## src/rtl/sensor_i2c_scheduler.sv

```systemverilog
// sensor_i2c_scheduler
// Round-robin scheduler sharing one byte-level I2C master core among NUM_REQ
// requesters. Each grant runs one single-register read or write. The grant
// sequence is IDLE -> ARB -> ISSUE -> WAIT -> COMPLETE.
// Optional feature macro: I2C_SCHED_TIMEOUT_EN. When it is defined, a
// watchdog in WAIT aborts a transaction that the master never completes.
// When it is undefined, no counter is built and m_abort stays 0.
`timescale 1ns/1ps
module sensor_i2c_scheduler #(
   parameter int NUM_REQ        = 4,
   parameter int TIMEOUT_CYCLES = 50000
) (
   input  logic                 clk,
   input  logic                 reset,
   input  logic [NUM_REQ-1:0]   req,
   input  logic [7*NUM_REQ-1:0] req_addr,
   input  logic [8*NUM_REQ-1:0] req_reg,
   input  logic [NUM_REQ-1:0]   req_rnw,
   input  logic [8*NUM_REQ-1:0] req_wdata,
   output logic [NUM_REQ-1:0]   gnt,
   output logic [NUM_REQ-1:0]   done,
   output logic [NUM_REQ-1:0]   err,
   output logic [7:0]           rdata,
   output logic                 m_start,
   output logic [6:0]           m_addr,
   output logic [7:0]           m_reg,
   output logic                 m_rnw,
   output logic [7:0]           m_wdata,
   output logic                 m_abort,
   input  logic                 m_busy,
   input  logic                 m_done,
   input  logic                 m_ack_err,
   input  logic [7:0]           m_rdata
);

   localparam int PW = $clog2(NUM_REQ);

   if (NUM_REQ < 2 || NUM_REQ > 8) begin : g_bad_num_req
      $error("sensor_i2c_scheduler: NUM_REQ must be in 2..8");
   end
   if (TIMEOUT_CYCLES < 2) begin : g_bad_timeout
      $error("sensor_i2c_scheduler: TIMEOUT_CYCLES must be at least 2");
   end

   typedef enum logic [2:0] {
      S_IDLE     = 3'd0,
      S_ARB      = 3'd1,
      S_ISSUE    = 3'd2,
      S_WAIT     = 3'd3,
      S_COMPLETE = 3'd4
   } state_t;

   state_t             state;
   state_t             state_nxt;
   logic [PW-1:0]      ptr;
   logic [PW-1:0]      ptr_d;
   logic [PW-1:0]      sel;
   logic [PW-1:0]      sel_d;
   logic [NUM_REQ-1:0] gnt_d;
   logic [NUM_REQ-1:0] done_d;
   logic [NUM_REQ-1:0] err_d;
   logic [7:0]         rdata_d;
   logic               m_start_d;
   logic               m_abort_d;
   logic [6:0]         m_addr_d;
   logic [7:0]         m_reg_d;
   logic               m_rnw_d;
   logic [7:0]         m_wdata_d;
   logic               arb_found;
   logic [PW-1:0]      arb_idx;
   logic               wd_expire;

   // Round-robin pick: first set req bit at or above ptr, wrapping around
   always_comb begin
      arb_found = 1'b0;
      arb_idx   = '0;
      for (int k = 0; k < NUM_REQ; k++) begin
         if (!arb_found && req[(int'(ptr) + k) % NUM_REQ]) begin
            arb_found = 1'b1;
            arb_idx   = PW'((int'(ptr) + k) % NUM_REQ);
         end
      end
   end

`ifdef I2C_SCHED_TIMEOUT_EN
   localparam int CW = $clog2(TIMEOUT_CYCLES);

   logic [CW-1:0] wd_cnt;

   // Watchdog counts WAIT cycles; it is zero outside WAIT, so it starts at 0 on entry
   always_ff @(posedge clk) begin
      if (reset || state != S_WAIT) begin
         wd_cnt <= '0;
      end else begin
         wd_cnt <= wd_cnt + 1'b1;
      end
   end

   assign wd_expire = (wd_cnt == CW'(TIMEOUT_CYCLES - 1));
`else
   assign wd_expire = 1'b0;
`endif

   // State register
   always_ff @(posedge clk) begin
      if (reset) begin
         state <= S_IDLE;
      end else begin
         state <= state_nxt;
      end
   end

   // Next-state logic; ARB falls back to IDLE if every request vanished meanwhile
   always_comb begin
      state_nxt = state;
      case (state)
         S_IDLE:     if (|req) state_nxt = S_ARB;
         S_ARB:      state_nxt = arb_found ? S_ISSUE : S_IDLE;
         S_ISSUE:    if (!m_busy) state_nxt = S_WAIT;
         S_WAIT:     if (m_done || wd_expire) state_nxt = S_COMPLETE;
         S_COMPLETE: state_nxt = S_IDLE;
         default:    state_nxt = S_IDLE;
      endcase
   end

   // Output/next-register values; done/err/rdata are staged so they appear in COMPLETE
   always_comb begin
      gnt_d     = gnt;
      sel_d     = sel;
      ptr_d     = ptr;
      m_addr_d  = m_addr;
      m_reg_d   = m_reg;
      m_rnw_d   = m_rnw;
      m_wdata_d = m_wdata;
      done_d    = '0;
      err_d     = '0;
      rdata_d   = 8'h00;
      m_start_d = 1'b0;
      m_abort_d = 1'b0;
      case (state)
         S_ARB: begin
            if (arb_found) begin
               gnt_d     = NUM_REQ'(1) << arb_idx;
               sel_d     = arb_idx;
               m_addr_d  = req_addr[int'(arb_idx)*7 +: 7];
               m_reg_d   = req_reg[int'(arb_idx)*8 +: 8];
               m_rnw_d   = req_rnw[arb_idx];
               m_wdata_d = req_wdata[int'(arb_idx)*8 +: 8];
            end
         end
         S_ISSUE: begin
            m_start_d = !m_busy;
         end
         S_WAIT: begin
            // A completion in the same cycle as the watchdog expiry wins
            if (m_done) begin
               done_d  = gnt;
               err_d   = m_ack_err ? gnt : '0;
               rdata_d = m_rnw ? m_rdata : 8'h00;
            end else if (wd_expire) begin
               done_d    = gnt;
               err_d     = gnt;
               m_abort_d = 1'b1;
            end
         end
         S_COMPLETE: begin
            gnt_d = '0;
            ptr_d = (sel == PW'(NUM_REQ - 1)) ? '0 : sel + 1'b1;
         end
         default: begin
            gnt_d = '0;
         end
      endcase
   end

   // Output and master-side registers; every output leaves the block from a flop
   always_ff @(posedge clk) begin
      if (reset) begin
         gnt     <= '0;
         sel     <= '0;
         ptr     <= '0;
         done    <= '0;
         err     <= '0;
         rdata   <= 8'h00;
         m_start <= 1'b0;
         m_abort <= 1'b0;
         m_addr  <= 7'h00;
         m_reg   <= 8'h00;
         m_rnw   <= 1'b0;
         m_wdata <= 8'h00;
      end else begin
         gnt     <= gnt_d;
         sel     <= sel_d;
         ptr     <= ptr_d;
         done    <= done_d;
         err     <= err_d;
         rdata   <= rdata_d;
         m_start <= m_start_d;
         m_abort <= m_abort_d;
         m_addr  <= m_addr_d;
         m_reg   <= m_reg_d;
         m_rnw   <= m_rnw_d;
         m_wdata <= m_wdata_d;
      end
   end

endmodule
```

## config.mk

```make
export PLATFORM = sky130hd
export DESIGN_NAME = sensor_i2c_scheduler
export DESIGN_NICKNAME = d
export VERILOG_FILES = /design/src/rtl/sensor_i2c_scheduler.sv
export SDC_FILE = /design/constraint.sdc
export NUM_CORES = 1
export LEC_CHECK = 0
export ABC_AREA = 1
export CAP_MARGIN = 0
export CORE_UTILIZATION = 40
export DETAILED_ROUTE_END_ITERATION = 8
export GPL_TIMING_DRIVEN = 0
export PLACE_DENSITY_LB_ADDON = 0.05
export SETUP_SLACK_MARGIN = 0.2
export SYNTH_ARGS = -nofsm -noshare
export SYNTH_HDL_FRONTEND = slang
export SYNTH_SLANG_ARGS = --single-unit
export TNS_END_PERCENT = 50
```

## constraint.sdc

```tcl
create_clock -name clk -period 2.1 [get_ports clk]
set_input_delay 0.42 -clock clk [delete_from_list [all_inputs] [get_ports clk]]
set_output_delay 0.42 -clock clk [all_outputs]
set_load 0.005 [all_outputs]
```

After elaboration in Yosys (flattened, before gate mapping)
Index checks and enable logic that the tools add are counted.
Widths: inputs -> output; s select.
{"block": "op_classes", "add_sub_neg": 4, "n_mul": 1, "magnitude_cmp": 5, "n_eq_ne": 9, "n_shift": 4, "mux": 29, "n_bitwise": 9, "n_reduce_logical": 20}
{"cell": "$shiftx 32x6->8", "count": 2}
{"cell": "$shiftx 28x6->7", "count": 1}
{"cell": "$lt 3x4->1 const B", "count": 3}
{"cell": "$mux 1", "count": 12}
{"cell": "$mux 2", "count": 6}
{"cell": "$pmux 3 s4", "count": 1}
{"cell": "$reduce_or 4->1", "count": 3}
{"cell": "$bmux 1 s2", "count": 5}
{"cell": "$reduce_or 2->1", "count": 5}
{"cell": "$mux 3", "count": 3}
{"cell": "$ne 2x2->1 const B", "count": 4}
{"cell": "$pmux 4 s2", "count": 1}
{"cell": "$eq 3x2->1 const B", "count": 2}
{"cell": "$lt 2x3->1 const B", "count": 2}
{"cell": "$not 1->1", "count": 6}
{"cell": "$mul 2x3->5 const B", "count": 1}
{"cell": "$add 2x1->2 const B", "count": 2}
{"cell": "$add 2x2->2 const B", "count": 2}
{"cell": "$logic_not 1->1", "count": 4}
{"cell": "$mux 4", "count": 1}
{"cell": "$reduce_and 2->1", "count": 2}
{"cell": "$shl 1x2->4 const A", "count": 1}
{"cell": "$and 1x1->1 const A", "count": 3}
{"cell": "$eq 3x1->1 const B", "count": 1}
{"cell": "other kinds (6)", "count": 8}
{"block": "totals", "ff_bits": 52, "out_inout_bits": 46, "elab_cells": 93}

Logic depth before layout (Yosys ltp)
Gate-level depths: netlist of run 1.
{"block": "logic_depth", "ltp_word": 17, "depth_mapped": 16, "mapped_depth_nobuf": 14}

Worst setup path before layout of run 1
OpenSTA, ideal clock, no wires.
{"block": "synth_path", "path_type": "reg2reg", "start": "register ptr[0]", "end": "register m_addr[0]", "setup_ns": 0.113, "arrival_ns": 1.456, "required_ns": 1.987, "setup_slack_ns": 0.531, "stages_incl_launch_ff": 16, "period_less_slack_ns": 1.569, "cell_sequence": "dfxtp_1 -> buf_6 -> inv_6 -> nand2_1 -> nand2_1 -> nand2_2 -> nand2_2 -> nand2_4 -> nand2_2 -> nand2_4 -> buf_6 -> buf_8 -> nand3_1 -> nand2_1 -> nor2_1 -> nor2_1"}
{"block": "synth_via", "elab_chain_cells": 14}
{"element": "start, declared", "line_no": "55", "source": "logic [PW-1:0] ptr;"}
{"element": "start signal, assigned", "line_no": "194", "source": "ptr <= ptr_d;"}
{"element": "$add 2x1->2 or $bmux 1 s2 (tied branches)", "line_no": "78, 80"}
{"element": "$bmux 1 s2 or $mux 1 (tied branches)", "line_no": "78", "source": "if (!arb_found && req[(int'(ptr) + k) % NUM_REQ]) begin"}
{"element": "$mux 1 (implied by the code)", "line_no": "78"}
{"element": "$mux 1 (implied by the code) or $logic_not 1->1 (tied branches)", "line_no": "78"}
{"element": "$logic_and 1x1->1", "line_no": "78"}
{"element": "$mux 1", "line_no": "78"}
{"element": "$logic_not 1->1", "line_no": "78"}
{"element": "$logic_and 1x1->1", "line_no": "78"}
{"element": "$mux 1", "line_no": "78"}
{"element": "$logic_not 1->1", "line_no": "78"}
{"element": "$logic_and 1x1->1", "line_no": "78"}
{"element": "$mux 2", "line_no": "78"}
{"element": "$mul 2x3->5", "line_no": "145", "source": "m_addr_d = req_addr[int'(arb_idx)*7 +: 7];"}
{"element": "$shiftx 28x6->7", "line_no": "145"}
{"element": "end signal, assigned", "line_no": "200", "source": "m_addr <= m_addr_d;"}
{"element": "end, declared", "line_no": "25", "source": "output logic [6:0] m_addr,"}
Parallel ways exist; a longest one is shown, timed or not. The select of a mux whose other input is x is not followed.
A chain may end at the register's enable or synchronous reset.

Final worst setup path of run 1
{"block": "layout_path", "start": "register ptr[1]", "end": "register m_rnw"}
{"block": "layout_via", "elab_chain_cells": 14}
{"element": "$add 2x1->2 or $bmux 1 s2 (tied branches)", "line_no": "78, 80"}
{"element": "$bmux 1 s2 or $mux 1 (tied branches)", "line_no": "78"}
{"element": "$mux 1 (implied by the code)", "line_no": "78"}
{"element": "$mux 1 (implied by the code) or $logic_not 1->1 (tied branches)", "line_no": "78"}
{"element": "$logic_and 1x1->1", "line_no": "78"}
{"element": "$mux 1", "line_no": "78"}
{"element": "$logic_not 1->1", "line_no": "78"}
{"element": "$logic_and 1x1->1", "line_no": "78"}
{"element": "$mux 1", "line_no": "78"}
{"element": "$logic_not 1->1", "line_no": "78"}
{"element": "$logic_and 1x1->1", "line_no": "78"}
{"element": "$mux 2", "line_no": "78"}
{"element": "$bmux 1 s2", "line_no": "147", "source": "m_rnw_d = req_rnw[arb_idx];"}
{"element": "$mux 1 (implied by the code)", "line_no": "147"}
{"element": "end signal, assigned", "line_no": "202", "source": "m_rnw <= m_rnw_d;"}
{"element": "end, declared", "line_no": "27", "source": "output logic m_rnw,"}
Parallel ways exist; a longest one is shown, timed or not. The select of a mux whose other input is x is not followed.

==> results of run 1 <==
[cells by family after synthesis]
| family | Yosys count | share of synthesized area (%) |
|---|---|---|
| DFF | 52 | 34.3 |
| AOI/OAI and AO/OA | 34 | 5.81 |
| other | 1 | 0.123 |
| adders and majority gates | 1 | 0.412 |
| buffers and inverters | 59 | 10.9 |
| and+or+nand+nor | 315 | 48.5 |
[synthesized netlist by cell type, drive strengths merged]
cell    instances
nand2         132
nand3          90
nor2           88
dfxtp          52
inv            31
buf            23
a21oi          16
o21ai          15
clkbuf          5
nor3            2
a22oi           1
conb            1
ha              1
nand4           1
nor3b           1
nor4            1
o211ai          1
o22ai           1
[stage by stage]
| stage | power, mW | util [%] |
|---|---|---|
| finish | 3.12 | 68.5 |
| global route | 3.32 | 68.5 |
| CTS | 3.09 | 66.7 |
| detailed placement | 2.37 | 64.9 |
| global placement | 2.35 | 64.9 |
| floorplan | 1.79 | - |
[layout by cell type, fill, tap and decap left out, types with 2 or more instances in the layout]
cell	Yosys	layout
clkdlybuf4s50_1	0	153
dlymetal6s2s_1	0	3
inv_2	4	6
a21oi_1	16	15
buf_2	10	3
nand3_1	72	71
nor2_1	86	85
clkbuf_1	5	4
buf_6	6	10
clkbuf_4	0	2
buf_8	1	3
dfxtp_1	52	51
nor2_2	1	2
nand2_4	5	6
buf_4	5	8
o21ai_0	14	14
nand2_2	9	8
clkbuf_8	0	5
nand3_2	17	18
nor3_1	2	2
inv_1	26	24
nand2_1	118	117
[path summary, 6_finish.rpt]
path                             start     end  slack (ns)  cells after the start
worst min-delay path            gnt[3]  err[3]        0.48                      2
worst max-delay path            ptr[1]   m_rnw        0.30                     13
worst max register to register  ptr[1]   m_rnw        0.30                     13
worst min register to register  gnt[3]  err[3]        0.48                      2
[layout make-up]
type / instances / area share, %
inverters: 31 / 2.48
multi-input cells: 351 / 34.1
flip-flops and latches: 52 / 20.9
repair buffers: 162 / 32.6
clock buffers: 5 / 1.38
plain buffers: 28 / 5.21
clock inverters: 3 / 0.926
well taps: 99 / 2.48
[worst max-delay path, delay by kind of cell (launching register included)]
kind | cells | cell delay (ns)
flip-flops | 1 | 0.46
AND/OR/NAND/NOR | 10 | 0.91
AO/OA/AOI/OAI | 1 | 0.13
buffers and inverters | 2 | 0.23
[per-layer routing]
metal	GRT usage [%]	wire length, um
met5	0	0
met4	7.50	189
met2	41.3	4530
met1	27.6	3970
met3	6.00	588
[timing repair]
action,4_1_cts,5_1_grt
gates cloned,0,2
setup endpoints to repair,21,30
pin swaps,0,6
setup buffers,0,3
resized for setup,8,26
[power groups by stage]
stage               sequential [mW]  clock [mW]  combinational [mW]
finish                         1.18       0.713                1.22
global route                   1.20       0.768                1.36
CTS                            1.18       0.722                1.19
detailed placement             1.20           0                1.17
global placement               1.20           0                1.15
floorplan                      1.20           0               0.596
==> impl_metrics.py, run 1 <==
metrics = {
    "sta": {
        "finalSetupViolCount": 0,
        "setup_tns_ns": 0,
        "fin_hold_ws_ns": 0.485,
        "rsz0062_at_grt": "yes",
        "period_needed_ns": 1.80,
        "setup_ws_ns": 0.300,
        "fin_skew_ns": 0.00544,
        "period_share_pct": 85.7,
        "finalHoldViolations": 0,
        "max_freq_ghz": 0.555,
        "final_max_slew_viol_count": 0,
    },
    "power": {
        "powerDensity_mw_per_mm2": 623,
        "power.share.sequential_pct": 37.9,
        "swShare_pct": 32.3,
        "internal_power_mw": 2.11,
        "leakage_nw": 2.21,
        "p_clk_share_pct": 22.9,
        "peakVddDrop_mv": 0.460,
        "p_switching_mw": 1.01,
        "combinationalPowerShare_pct": 39.2,
    },
    "logic_synthesis": {
        "synth.cell_area_mm2": 0.00304,
        "synth.distinct_cells": 31,
        "syn-num-nets": 576,
        "synth_area_leaders": "dfxtp_1 (34%), nand2_1 (15%), nand3_1 (12%), nor2_1 (11%), nand3_2 (5.6%)",
        "seq_area_frac_synth_pct": 34.3,
        "syn_inst": 462,
        "synth_top_area_share_pct": 34.3,
        "yosysTopAreaCell": "dfxtp_1",
        "syn_area_per_cell_um2": 6.58,
        "yosysWarnings": 0,
        "synth_seq_cells": 52,
    },
    "floorplanning": {
        "fp.dieH_um": 89.2,
        "die_x_um": 89.2,
        "core_mm2": 0.00729,
        "rows": 31,
        "die_area_mm2": 0.00795,
        "ios": 159,
        "initial_core_util_pct": 41.7,
    },
    "placed_design": {
        "dpl_worst_slack_ns": -0.231,
        "portBuffers": 157,
        "dp_cells": 718,
        "post-dp-hpwl_um": 7290,
        "dpl_cell_area_mm2": 0.00473,
        "gp_congestion": 0.845,
    },
    "clocking": {
        "clk-insertion-delay-late_ns": 0.31,
        "clk_path_buf_depth": 2,
        "cts.clk_slew.worst_paths_ns": 0.10,
        "htreeDepth": 2,
        "clock-sinks": 52,
        "cts_root_buffer": "clkbuf_8",
        "cts_made_buffers": 5,
        "cts-hold-fix-buffers": 0,
        "cts_tree": "done",
    },
    "final_layout": {
        "multi_input_area_mm2": 0.00170,
        "final_nets": 745,
        "drive_gt1_share_pct": 13.3,
        "area_growth_pct": 64.5,
        "nFillCells": 643,
        "insertedDiodeCount": 0,
        "seqCellArea_mm2": 0.00104,
        "fin_area_mm2": 0.00500,
        "fin_cells": 731,
    },
    "run": {
        "cap_viol_max_count": 0,
    },
    "setup_path": {
        "crit_chain": "inv_2 > nand2_1 > nand2_1 > nand2_2 > nand3_2 > nand2_2 > nand2_4 > nand2_8 > buf_6 > nand2_1 > nand3_1 > nand2_1 > a21oi_1",
        "crit_path_max_incr_delay_ns": 0.46,
        "crit_required_ns": 2.34,
        "arrival_ns": 2.04,
        "crit_path_frequent_cell": "nand2_1",
        "slowest_stage": "dfxtp_1",
        "cp-start-kind": "flip-flop",
        "worstSetupEndpointType": "flip-flop",
        "cp_max_fo": 10,
        "path_class": "flip-flop to flip-flop",
    },
    "global_route": {
        "first_global_vias": 3220,
        "grt_antenna_before_repair": 0,
        "grt_max_degree": 18,
        "grt-ovfl-total": 0,
        "grt_pass1_wl_um": 14300,
        "grt_util_all_layers_pct": 23.4,
    },
    "drt": {
        "totalWireLength_um": 9280,
        "drt_iter0_markers": 131,
        "postRouteAntennaNets": 0,
        "vias": 3514,
        "via_per_inst": 4.81,
        "wl_per_cell_um": 12.7,
        "drc": 0,
        "firstDrtPassIters": 5,
    },
    "hold_path": {
        "min_path_type": "flip-flop to flip-flop",
    },
    "run_status": {
        "status": "completed",
    },
}
Power figures use the tool's default switching activity.
==> run 2: changes to the inputs <==
--- a/config.mk
+++ b/config.mk
@@ -8,6 +8,7 @@
 export ABC_AREA = 1
 export CAP_MARGIN = 0
 export CORE_UTILIZATION = 40
+export CTS_CLUSTER_DIAMETER = 50
 export DETAILED_ROUTE_END_ITERATION = 8
 export GPL_TIMING_DRIVEN = 0
 export PLACE_DENSITY_LB_ADDON = 0.05
==> results of run 2 <==
The final DEF is identical to that of run 1; final timing and power are the same.
==> RTL change (config.mk and constraints of run 1) <==
The option `I2C_SCHED_TIMEOUT_EN` is turned on by a define.
--- a/src/rtl/sensor_i2c_scheduler.sv
+++ b/src/rtl/sensor_i2c_scheduler.sv
@@ -8,2 +8,4 @@
 `timescale 1ns/1ps
+`define I2C_SCHED_TIMEOUT_EN
+
 module sensor_i2c_scheduler #(
Check against the original RTL: no difference found for any inputs over 4 cycles, from zero or initial values and one cycle with reset high; that may be too few to reach the edited logic, so the function may still have changed.
==> RTL change against run 1 <==
Wire length up 38%. Count of clock-buffer cells in the layout up 6. Sequential power up 26%. Worst setup slack worse by 0.11 ns. Global-route usage up 0.32 points. Total power up 35%. Area after synthesis up 29%. Clock skew up 0.0054 ns. Design area up 28%. Sequential cell count up 17. Largest cell class is now multi-input combinational cells.
==> RTL change: results (changes against run 1) <==
* Fraction of layout cells with a size suffix above 1 at 0.158 (+0.0256)
* R2R Path End: sel[1]$_SDFFE_PP0P_
* FF-to-FF path depth at 13 (unchanged)
* Hold Path Cell Cnt at 2 (unchanged)
* Largest stage delay on the critical path at 0.38 ns (-0.08 ns)
* First-pass GRT wire length at 19,000 um (+33%)
* Vias in the first global route at 4,217 (+31%)
* Worst hold endpoint: wd_cnt[8]$_SDFF_PP0_
* R2R Path Start: ptr[0]$_SDFFE_PP0N_
* Max FFs per register at 16
* Routability cong. at 0.883 (+4.5%)
* Number of fill cells at 855 (+33%)
* Root Buffer: clkbuf_8
* Xor/xnor share of the synthesized area at 0.00223 (+0.00223)
* Slowest-stage cell, CP: dfxtp_4
* Hold Crit Class: register to register
* # diodes at 0 (unchanged)
* Post-synth cell types at 32 (+3.2%)
* Adder-cell area share of the yosys netlist at 0.00637 (+0.00225)
* Launch point of the worst hold path: wd_cnt[8]$_SDFF_PP0_
* HPWL Detailed at 9140 um (+25%)
* Vias/cell at 4.90 (+2.0%)
* Register area share after synthesis at 0.352 (+0.00915)
* Asr flop ratio synth at 0 (unchanged)
* Compound-Gate Fraction of Synth Area at 0.0449 (-0.0131)
* Max Fanout on Critical Path at 10 (unchanged)
* CTS max path bufs at 2 (unchanged)
* Initial antenna violation count at 0 (unchanged)
* Largest cells by area after synthesis: dfxtp_1 (35%), nand2_1 (21%), nand3_1 (11%)
* Nets at 943 (+27%)
* Pleak at 0.00296 uW (+34%)
* Worst ir drop on vdd at 347 uV (-24%)
* DRT iter0 DRCs at 160 (+22%)
* 1st-pass router iterations at 5 (unchanged)
* Wirelength per Cell at 13.3 um (+4.8%)
* Setup Skew at 0.0108 ns (+0.00540 ns)
* Family with the most delay on the worst path: simple AND/OR/NAND/NOR gates
* Largest net degree at the start of global routing at 13 (-5)
* Post-synth top cells: nand2_1 (224), nand3_1 (84), nor2_1 (76)
* GRT Total Usage at 0.237 (+0.00321)
* Largest register by flop count: wd_cnt
* Status: completed
* Number of buffers created by CTS at 9 (+4)
* Clk_lat worst skew at 0.34 ns (+0.03 ns)
* I/O Buffers at 157 (unchanged)
* Clock transition at path regs at 0.07 ns (-0.03 ns)
* Worst Max-Slew Pin Slew at 0.506 ns
* Worst reg-to-reg setup slack at 0.19 ns (-0.11 ns)
* DP Area at 5660 um2 (+20%)
* Worst EP arrival at 2.14 ns (+0.10 ns)
* CTS H-tree depth at 3 (+1)
* Synthesized net count at 755 (+31%)
* Ys flop type: dfxtp_1
RTL change: cell count changes in the layout (fill, tap and decap cells not counted), moves of 9 or more:
cell and delta:
nand2_1 +80, nor3_1 +15, o21ai_0 -9, inv_1 +39, dfxtp_1 +14, nand2_2 +14, nand3_2 -11, nor2_1 -11
RTL change: where the power goes:
group | leakage [uW] | switching, uW | internal [uW]
sequential | 0.000564 | 74.3 | 1420
clock | 0.000102 | 522 | 613
combinational | 0.00229 | 779 | 788
total | 0.00296 | 1380 | 2820
RTL change: how the worst max path moves through the flow:
stage,startpoint,end,slack (ns),cells past startpoint
final,ptr[0]$_SDFFE_PP0N_,sel[1]$_SDFFE_PP0P_,0.19,13
after global routing,ptr[0]$_SDFFE_PP0N_,m_wdata[3]$_SDFFE_PP0P_,0.09,14
after CTS,ptr[0]$_SDFFE_PP0N_,m_addr[3]$_SDFFE_PP0P_,0.20,16
after detailed placement,req[1],sel[1]$_SDFFE_PP0P_,-0.52,10
after global placement,req[1],gnt[3]$_SDFFE_PP0P_,-0.49,9
after floorplan,ptr[0]$_SDFFE_PP0N_,m_addr[6]$_SDFFE_PP0P_,0.39,15
RTL change: stage by stage:
stage | TNS, ns | util | std cells | setup slack [ns] | hold slack, ns
5_1_grt | 0 | 0.685 | 962 | 0.0876 | 0.517
6_report | 0 | 0.685 | 962 | 0.191 | 0.476
3_5_place_dp | -14.00 | 0.604 | 926 | -0.524 | 0.442
3_3_place_gp | -12.97 | 0.604 | 926 | -0.486 | 0.425
2_1_floorplan | 0 | - | 640 | 0.395 | 0.418
4_1_cts | 0 | 0.644 | 948 | 0.202 | 0.459
RTL change: tightest hold or removal path: cells and delay by family (launching register included):
family,cells,cell delay (ns)
flip-flops,1,0.32
AO/OA/AOI/OAI,1,0.05
AND/OR/NAND/NOR,1,0.06
RTL change: final cells by class:
cell class                 instances  area (um2)  area share
inverter                          71         274      0.0427
tap                              129         161      0.0252
sequential                        69        1390       0.217
clock inverter                     5        58.8     0.00917
buffer                            33         269      0.0419
clock buffer                      11         151      0.0236
timing repair buffer             175        1790       0.279
multi-input combinational        469        2320       0.362
RTL change: what timing repair did:
action,CTS,global route
endpoints found under the hold margin,0,0
cloned,1,7
resized for setup,41,71
pin swaps,8,26
setup endpoints to repair,32,46
setup buffers,5,7
RTL change: metal layers:
metal	wire length (um)	global-route usage	vias up
li1	-	-	2392
met3	923	0.0596	23
met2	6340	0.422	176
met4	277	0.0847	0
met5	0	0	-
met1	5240	0.273	2124
RTL change: cell families (layout without fill, tap and decap cells):
| group | after synthesis | in the layout |
|---|---|---|
| buffers and inverters | 104 | 295 |
| adders and majority gates | 2 | 2 |
| AOI/OAI and AO/OA | 31 | 31 |
| and+or+nand+nor | 433 | 435 |
| xor gates and xnor gates | 1 | 1 |
| DFF | 69 | 69 |
